$ cat config.mk
export PLATFORM = sky130hd
export DESIGN_NAME = slow_clock_period_monitor
export DESIGN_NICKNAME = d
export VERILOG_FILES = /design/src/rtl/slow_clock_period_monitor.sv
export SDC_FILE = /design/constraint.sdc
export NUM_CORES = 1
export LEC_CHECK = 0
export ABC_AREA = 1
export CAP_MARGIN = 20
export CORE_AREA = 8 8 99 124
export CTS_BUF_LIST = sky130_fd_sc_hd__clkbuf_8 sky130_fd_sc_hd__clkbuf_16
export DETAILED_ROUTE_END_ITERATION = 12
export DIE_AREA = 0 0 107 132
export PLACE_DENSITY_LB_ADDON = 0.1
export RECOVER_POWER = 25
export SLEW_MARGIN = 10
export SYNTH_ARGS = -nofsm -noshare
export SYNTH_HDL_FRONTEND = slang
export SYNTH_SLANG_ARGS = --single-unit
$ cat constraint.sdc
create_clock -name clk_i -period 2.2 [get_ports clk_i]
set_clock_uncertainty 0.05 [all_clocks]
set_input_delay 0.55 -clock clk_i [delete_from_list [all_inputs] [get_ports clk_i]]
set_output_delay 0.55 -clock clk_i [all_outputs]
set_load 0.02 [all_outputs]
$ cat src/rtl/slow_clock_period_monitor.sv
// Fast-clock observer for a ripple-divided clock: synchronises it, emits a TICK per rising edge,
// measures the period and flags a stalled divider. Define SLOWCLK_DUTY_MEASURE_EN to add high_time_o.
module slow_clock_period_monitor #(
   parameter int CNT_WIDTH     = 20,
   parameter int SYNC_STAGES   = 2,
   parameter int TIMEOUT_LIMIT = 524287
) (
   input  logic                 clk_i,
   input  logic                 rst_n_i,
   input  logic                 slowclk_i,
   input  logic                 enable_i,
   output logic                 tick_o,
   output logic [CNT_WIDTH-1:0] period_o,
   output logic                 period_valid_o,
   output logic                 timeout_o,
`ifdef SLOWCLK_DUTY_MEASURE_EN
   output logic [CNT_WIDTH-1:0] high_time_o,
`endif
   output logic                 locked_o
);

   // state   | meaning
   // IDLE    | disabled, counter held at 0
   // ARM     | waiting for the first edge; its interval is discarded
   // MEASURE | counting cycles between edges, reporting each period
   // STALL   | no edge within TIMEOUT_LIMIT cycles; waiting for one
   localparam logic [1:0] ST_IDLE    = 2'd0;
   localparam logic [1:0] ST_ARM     = 2'd1;
   localparam logic [1:0] ST_MEASURE = 2'd2;
   localparam logic [1:0] ST_STALL   = 2'd3;

   localparam logic [CNT_WIDTH-1:0] LIMIT_C = TIMEOUT_LIMIT[CNT_WIDTH-1:0];
   localparam logic [CNT_WIDTH-1:0] ONE_C   = {{(CNT_WIDTH-1){1'b0}}, 1'b1};

   logic [SYNC_STAGES-1:0] sync_q;
   logic                   edge_q;
   logic                   tick_q;

   logic [1:0]             state_q, state_d;
   logic [CNT_WIDTH-1:0]   cnt_q, cnt_d;
   logic [CNT_WIDTH-1:0]   period_q, period_d;
   logic                   pv_q, pv_d;
   logic                   timeout_q, timeout_d;
   logic                   locked_q, locked_d;
   logic [CNT_WIDTH-1:0]   cnt_inc;
   logic                   at_limit;

   // edge_q is the synchronised clock aligned with tick_q
   always_ff @(posedge clk_i or negedge rst_n_i) begin
      if (!rst_n_i) begin
         sync_q <= '0;
         edge_q <= 1'b0;
         tick_q <= 1'b0;
      end else begin
         sync_q <= {sync_q[SYNC_STAGES-2:0], slowclk_i};
         edge_q <= sync_q[SYNC_STAGES-1];
         tick_q <= sync_q[SYNC_STAGES-1] & ~edge_q & enable_i;
      end
   end

   assign at_limit = (cnt_q == LIMIT_C);
   assign cnt_inc  = at_limit ? cnt_q : cnt_q + ONE_C;

   always_comb begin
      state_d   = state_q;
      cnt_d     = cnt_q;
      period_d  = period_q;
      pv_d      = 1'b0;
      timeout_d = timeout_q;
      locked_d  = locked_q;
      if (!enable_i) begin
         state_d   = ST_IDLE;
         cnt_d     = '0;
         timeout_d = 1'b0;
         locked_d  = 1'b0;
      end else begin
         case (state_q)
            ST_IDLE: begin
               cnt_d   = '0;
               state_d = ST_ARM;
            end
            ST_ARM, ST_MEASURE: begin
               if (tick_q) begin
                  cnt_d   = ONE_C;
                  state_d = ST_MEASURE;
                  if (state_q == ST_MEASURE) begin
                     period_d = cnt_q;
                     pv_d     = 1'b1;
                     locked_d = 1'b1;
                  end
               end else if (at_limit) begin
                  state_d   = ST_STALL;
                  timeout_d = 1'b1;
                  locked_d  = 1'b0;
               end else begin
                  cnt_d = cnt_inc;
               end
            end
            ST_STALL: begin
               timeout_d = 1'b1;
               if (tick_q) begin
                  timeout_d = 1'b0;
                  cnt_d     = ONE_C;
                  state_d   = ST_MEASURE;
               end
            end
            default: begin
               state_d = ST_IDLE;
               cnt_d   = '0;
            end
         endcase
      end
   end

   always_ff @(posedge clk_i or negedge rst_n_i) begin
      if (!rst_n_i) begin
         state_q   <= ST_IDLE;
         cnt_q     <= '0;
         period_q  <= '0;
         pv_q      <= 1'b0;
         timeout_q <= 1'b0;
         locked_q  <= 1'b0;
      end else begin
         state_q   <= state_d;
         cnt_q     <= cnt_d;
         period_q  <= period_d;
         pv_q      <= pv_d;
         timeout_q <= timeout_d;
         locked_q  <= locked_d;
      end
   end

`ifdef SLOWCLK_DUTY_MEASURE_EN
   logic [CNT_WIDTH-1:0] hc_q, hc_d;
   logic [CNT_WIDTH-1:0] high_q, high_d;

   // The tick cycle itself is always a high cycle, so a new interval starts at 1.
   always_comb begin
      hc_d   = hc_q;
      high_d = high_q;
      if (!enable_i || state_q == ST_IDLE) begin
         hc_d = '0;
      end else if (tick_q) begin
         hc_d = ONE_C;
         if (state_q == ST_MEASURE) high_d = hc_q;
      end else if (hc_q != LIMIT_C) begin
         hc_d = hc_q + {{(CNT_WIDTH-1){1'b0}}, edge_q};
      end
   end

   always_ff @(posedge clk_i or negedge rst_n_i) begin
      if (!rst_n_i) begin
         hc_q   <= '0;
         high_q <= '0;
      end else begin
         hc_q   <= hc_d;
         high_q <= high_d;
      end
   end

   assign high_time_o = high_q;
`endif

   assign tick_o         = tick_q;
   assign period_o       = period_q;
   assign period_valid_o = pv_q;
   assign timeout_o      = timeout_q;
   assign locked_o       = locked_q;

endmodule

# Yosys cells after proc, flatten, opt, wreduce, memory -nomap -nowiden
# Index checks and enable logic that the tools add are counted.
dict set report word_totals {
  output_inout_bits 24
  regBits 49
}
dict set report op_classes {
  n_bitwise 3
  addsub 1
  reduce_logical 7
  n_eq_ne 13
  n_mux 24
}
# op count
set ops {}
lappend ops {{20-bit two-way mux} 4}
lappend ops {{20-bit case mux with 3 select lines} 1}
lappend ops {{20-bit by 1-bit adder with 20-bit output, second input constant} 1}
lappend ops {{20-bit by 19-bit equality test with 1-bit output, second input constant} 1}
lappend ops {{1-bit two-way mux} 13}
lappend ops {{3-bit != test, second input constant} 3}
lappend ops {{2-bit two-way mux} 4}
lappend ops {{4-bit != test, second input constant} 2}
lappend ops {{3-bit by 1-bit != test with 1-bit output, second input constant} 2}
lappend ops {{2-bit case mux with 3 select lines} 1}
lappend ops {{3-bit AND reduction} 2}
lappend ops {{2-bit equality test, second input constant} 2}
lappend ops {{2-bit AND reduction} 2}
lappend ops {{4-bit AND reduction} 1}
lappend ops {{3-bit by 2-bit != test with 1-bit output, second input constant} 1}
lappend ops {{1-bit bitwise AND} 2}
lappend ops {{2-bit by 1-bit equality test with 1-bit output, second input constant} 1}
lappend ops {{2-bit logical NOT} 1}
lappend ops {{2-bit by 1-bit != test with 1-bit output, second input constant} 1}
lappend ops {{1-bit case mux with 2 select lines} 1}
lappend ops {{2-bit OR reduction} 1}
lappend ops {{1-bit inverter} 1}

# Logic depth before layout (Yosys ltp)
dict set report logic_depth {
  ltp_word 5
  ltp_mapped 12
  mapped_depth_nobuf 12
}

# Worst setup path after synthesis
# Ideal clock, no wire load.
dict set report synth_path {
  kind {register -> register}
  start {register state_q[1]}
  end {register cnt_q[3]}
  path_buffers 1
  setup_time_ns 0.119
  t_required_ns 2.031
  path_stages_with_launch 10
  synth_period_minus_slack_ns 1.754
  arrival_ns 1.586
  setup_slack_ns 0.446
  cell_sequence {dfrtp_1 inv_1 ha_1 inv_2 nor2_2 nand3_4 nand2_8 buf_12 nor2_2 o21a_1}
}
dict set report synth_between {
  elab_chain_cells 4
}
# item line
set synth_lines {}
lappend synth_lines {{start, declared} 39} ;# logic [1:0] state_q, state_d;
lappend synth_lines {{start signal, assigned} 124} ;# state_q <= state_d;
lappend synth_lines {{2-bit equality test or 2-bit by 1-bit equality test with 1-bit output (tied branches)} 77} ;# case (state_q)
lappend synth_lines {{2-bit OR reduction} 77}
lappend synth_lines {{20-bit case mux with 3 select lines or 4-bit != test (tied branches)} n/a}
lappend synth_lines {{20-bit two-way mux or 2-bit AND reduction (tied branches)} n/a}
lappend synth_lines {{end signal, assigned} 125} ;# cnt_q <= cnt_d;
lappend synth_lines {{end, declared} 40} ;# logic [CNT_WIDTH-1:0] cnt_q, cnt_d;
# Several ways; a longest one is shown, not always the timed one.
# A chain may end at the register's enable or synchronous reset.

# Worst setup path after layout
dict set report layout_path {
  start {register tick_q (netlist: tick_o)}
  end {output port tick_o}
}
# item line
set layout_lines {}
lappend layout_lines {{start, declared} 37} ;# logic tick_q;
lappend layout_lines {{start signal, assigned} 57} ;# tick_q <= sync_q[SYNC_STAGES-1] & ~edge_q & enable_i;
lappend layout_lines {{end, declared} 12} ;# output logic tick_o,
# No word-level cell between the ends.

==> summary.md <==
| Metric | Value |
|---|---|
| Routed Antenna Nets | 0 |
| DRC viols | 0 |
| CP max stage delay | 0.65 ns |
| Routed len/inst | 13.24 um |
| H-tree depth | 2 |
| Unrepaired setup endpoints after global routing | no |
| Die area | 14,120 um2 |
| Via count | 2,096 |
| Setup TNS | 0 ns |
| R2R Path Start | state_q[1] |
| Initial antenna violation count | 0 |
| Placed Cells | 473 |
| Critical path required time | 1.60 ns |
| Die Wd | 107 um |
| Crit. End Element | output port |
| Die Y-Extent | 132 um |
| CP Data Arrival Time | 1.38 ns |
| Layout Nets | 356 |
| Sequential element share of the synthesized area | 48.71% |
| Area grow syn2layout | 25.55% |
| Hold_sp | sync_q[0] |
| Period utilization | 89.91% |
| Largest net degree at the start of global routing | 50 |
| Synthesized-area fraction occupied by adder cells | 1.988% |
| Max Cap Viol | 0 |
| WL final | 6.368 mm |
| Initial DRT Pass Iterations | 4 |
| IR drop worst, VDD | 290.7 uV |
| Synth unique cells | 30 |
| Syn. warnings | 0 |
| Largest family of logic cells by synthesized area | simple AND/OR/NAND/NOR gates |
| Slew Limit Fails | 0 |
| Non-filler instance count after layout | 481 |
| Max Fclk | 0.5056 GHz |
| Final setup viols | 0 |
| Pwr dens | 792.6 nW/um2 |
| Post-synthesis cell count | 312 |
| DR iter-0 viols | 98 |
| Leakage | 1.389 nW |
| Core Rows | 42 |
| CP delay by family, top | buffers and inverters |
| Initial Util | 24.32% |
| Worst r2r path cells | 10 |
| DP Wirelength | 4.708 mm |
| Worst r2r dst | cnt_q[15] |
| Worst R2R Setup Slack | 0.29 ns |
| I/O pin cnt | 28 |
| Quantity of gates resized following cts | 0 |
| RePlAce Congestion | 0.8400 |
| Worst hold stages | 0 |
| Inserted Clock Buffers | 5 |
| First-pass GRT wire length | 10.74 mm |
| CTS tree | done |
| Worst Tran Pin Value | 1.273 ns |
| Share of layout cells above drive strength 1 | 14.61% |
| Worst Path Max Fanout | 6 |
| Num Clock Sinks | 49 |
| Mux share of post-synthesis cell area | 0% |
| Post-Syn Nets | 320 |
| Max-slew headroom | 15.13% |
| CP Launch Type | flop |
| IO Port Bufs | 27 |
| CTS max path bufs | 2 |
| Setup Crit Path Kind | reg -> out |
| Yosys reg bits | 49 |
| Hold endpoint | sync_q[1] |
| Worst-Skew Late Latency | 0.30 ns |
| GRT Util Overall | 9.704% |
| DR vias/cell | 4.358 |
| Setup Fix Bufs, Post-CTS | 0 |
| Clock transition at path regs | 0.06 ns |
| Fin. Hold Viols | 0 |
| Synthesized area | 2517 um2 |
| Minimum clock period | 1.978 ns |
| Synth Area in Simple Gates | 31.06% |
| CP max-delay cell | clkdlybuf4s50_1 |
| Vias in the first global route | 2,106 |
| Core area | 10,350 um2 |
| Clock root buffer | clkbuf_16 |
| Synth Area in Compound Gates | 9.443% |
| Hold-fix buffers, CTS | 0 |
| CP bufs+invs | 1 |
| Fill cells | 1,090 |
| Worst Setup SP | tick_o |
| CP Cell Sequence | clkdlybuf4s50_1 |
| # diodes | 0 |
| Mapped Avg Cell Area | 8.069 um2 |
| HP Class | reg -> reg |
| Global route overflow | 0 |
| Status | complete, no violations |
| Xor and xnor area share after synthesis | 0% |
==> per-layer routing <==
layer / GRT usage (%) / routed length [um] / part of all wire (%) / vias to the layer above
met5: 0 / 0 / 0 / -
met4: 4.706 / 170 / 2.7 / 0
met3: 2.740 / 334 / 5.2 / 13
met2: 15.48 / 3029 / 48 / 52
met1: 11.62 / 2834 / 45 / 956
li1: - / - / - / 1075
==> worst max path at each step <==
stage,to,cells past startpoint
detailed placement,cnt_q[19],8
CTS,tick_o,1
floorplan,cnt_q[3],9
finish,tick_o,1
global placement,cnt_q[19],8
global route,cnt_q[14],12
==> kinds of logic (layout without fill, tap and decap cells) <==
group / Yosys count / after routing
DFF: 49 / 49
buffers and inverters: 50 / 87
adders and majority gates: 4 / 4
and+or+nand+nor: 166 / 166
AOI/OAI and AO/OA: 43 / 43
==> cell type report <==
class	count	area, um2	area share, %
timing repair buffer	36	342.8	10.85
multi-input combinational	213	1070	33.85
inverter	43	166.4	5.265
tap	132	165.2	5.226
clock buffer	5	125.1	3.959
clock inverter	3	65.06	2.059
sequential	49	1226	38.80
==> flip-flops by register name (all words and copies together), names as in the netlist <==
register and flops:
timeout_o 1, tick_o 1, cnt_q 20, sync_q 2, locked_o 1, edge_q 1, period_o 20, state_q 2
period_valid_o 1
==> through the flow <==
step           cell area, um2  power, mW  hold WS, ns  util (%)  setup WS (ns)
6_report                 3161      2.505       0.3029     30.53         0.2221
3_5_place_dp             2985      1.534       0.2903     28.84        0.02470
5_1_grt                  3161      2.655       0.3079     30.53        0.07129
3_3_place_gp             2985      1.533       0.2880     28.84        0.08152
4_1_cts                  3176      2.558       0.2010     30.67         0.1980
2_1_floorplan            2517      1.362       0.2044         -         0.4457
==> where the power goes <==
part | switching (mW) | internal, mW | leakage [nW]
Clock | 0.353 | 0.650 | 0.0938
Combinational | 0.348 | 0.173 | 0.624
Sequential | 0.0359 | 0.945 | 0.672
Total | 0.737 | 1.77 | 1.39
==> cell usage after synthesis <==
| cell type | number | area, um2 |
|---|---|---|
| nand2_1 | 80 | 300.3 |
| dfrtp_1 | 49 | 1226 |
| inv_1 | 34 | 127.6 |
| o21ai_0 | 32 | 160.2 |
| nor2_1 | 29 | 108.9 |
| nand3_1 | 27 | 135.1 |
| inv_2 | 8 | 30.03 |
| nor2_2 | 7 | 43.79 |
| nand4_1 | 6 | 37.54 |
| clkbuf_1 | 4 | 15.01 |
| ha_1 | 4 | 50.05 |
| nand3_2 | 4 | 40.04 |
| nor3_1 | 4 | 20.02 |
| a21oi_1 | 3 | 15.01 |
| nand2_2 | 3 | 18.77 |
| a21oi_2 | 2 | 17.52 |
| nor2_4 | 2 | 22.52 |
| o21ai_2 | 2 | 17.52 |
| a211oi_1 | 1 | 7.510 |
| buf_12 | 1 | 20.02 |
| buf_2 | 1 | 5.000 |
| buf_8 | 1 | 15.01 |
| inv_6 | 1 | 8.760 |
| nand2_4 | 1 | 11.26 |
| nand2_8 | 1 | 20.02 |
| nand3_4 | 1 | 17.52 |
| o21a_1 | 1 | 7.510 |
| o21ai_1 | 1 | 5.000 |
| o31ai_1 | 1 | 7.510 |
| or2_2 | 1 | 6.260 |
==> cells in the final DEF (no fill, tap or decap), types with 2 or more instances in the layout <==
cell,instances
a21oi_1,3
a21oi_2,2
buf_4,7
bufinv_16,2
clkbuf_16,5
clkdlybuf4s50_1,26
dfrtp_1,49
ha_1,4
inv_1,34
inv_2,8
nand2_1,80
nand2_2,3
nand3_1,27
nand3_2,4
nand4_1,6
nor2_1,29
nor2_2,7
nor2_4,2
nor3_1,4
o21ai_0,32
o21ai_2,2
No activity file was read; power rests on OpenSTA's default activity.
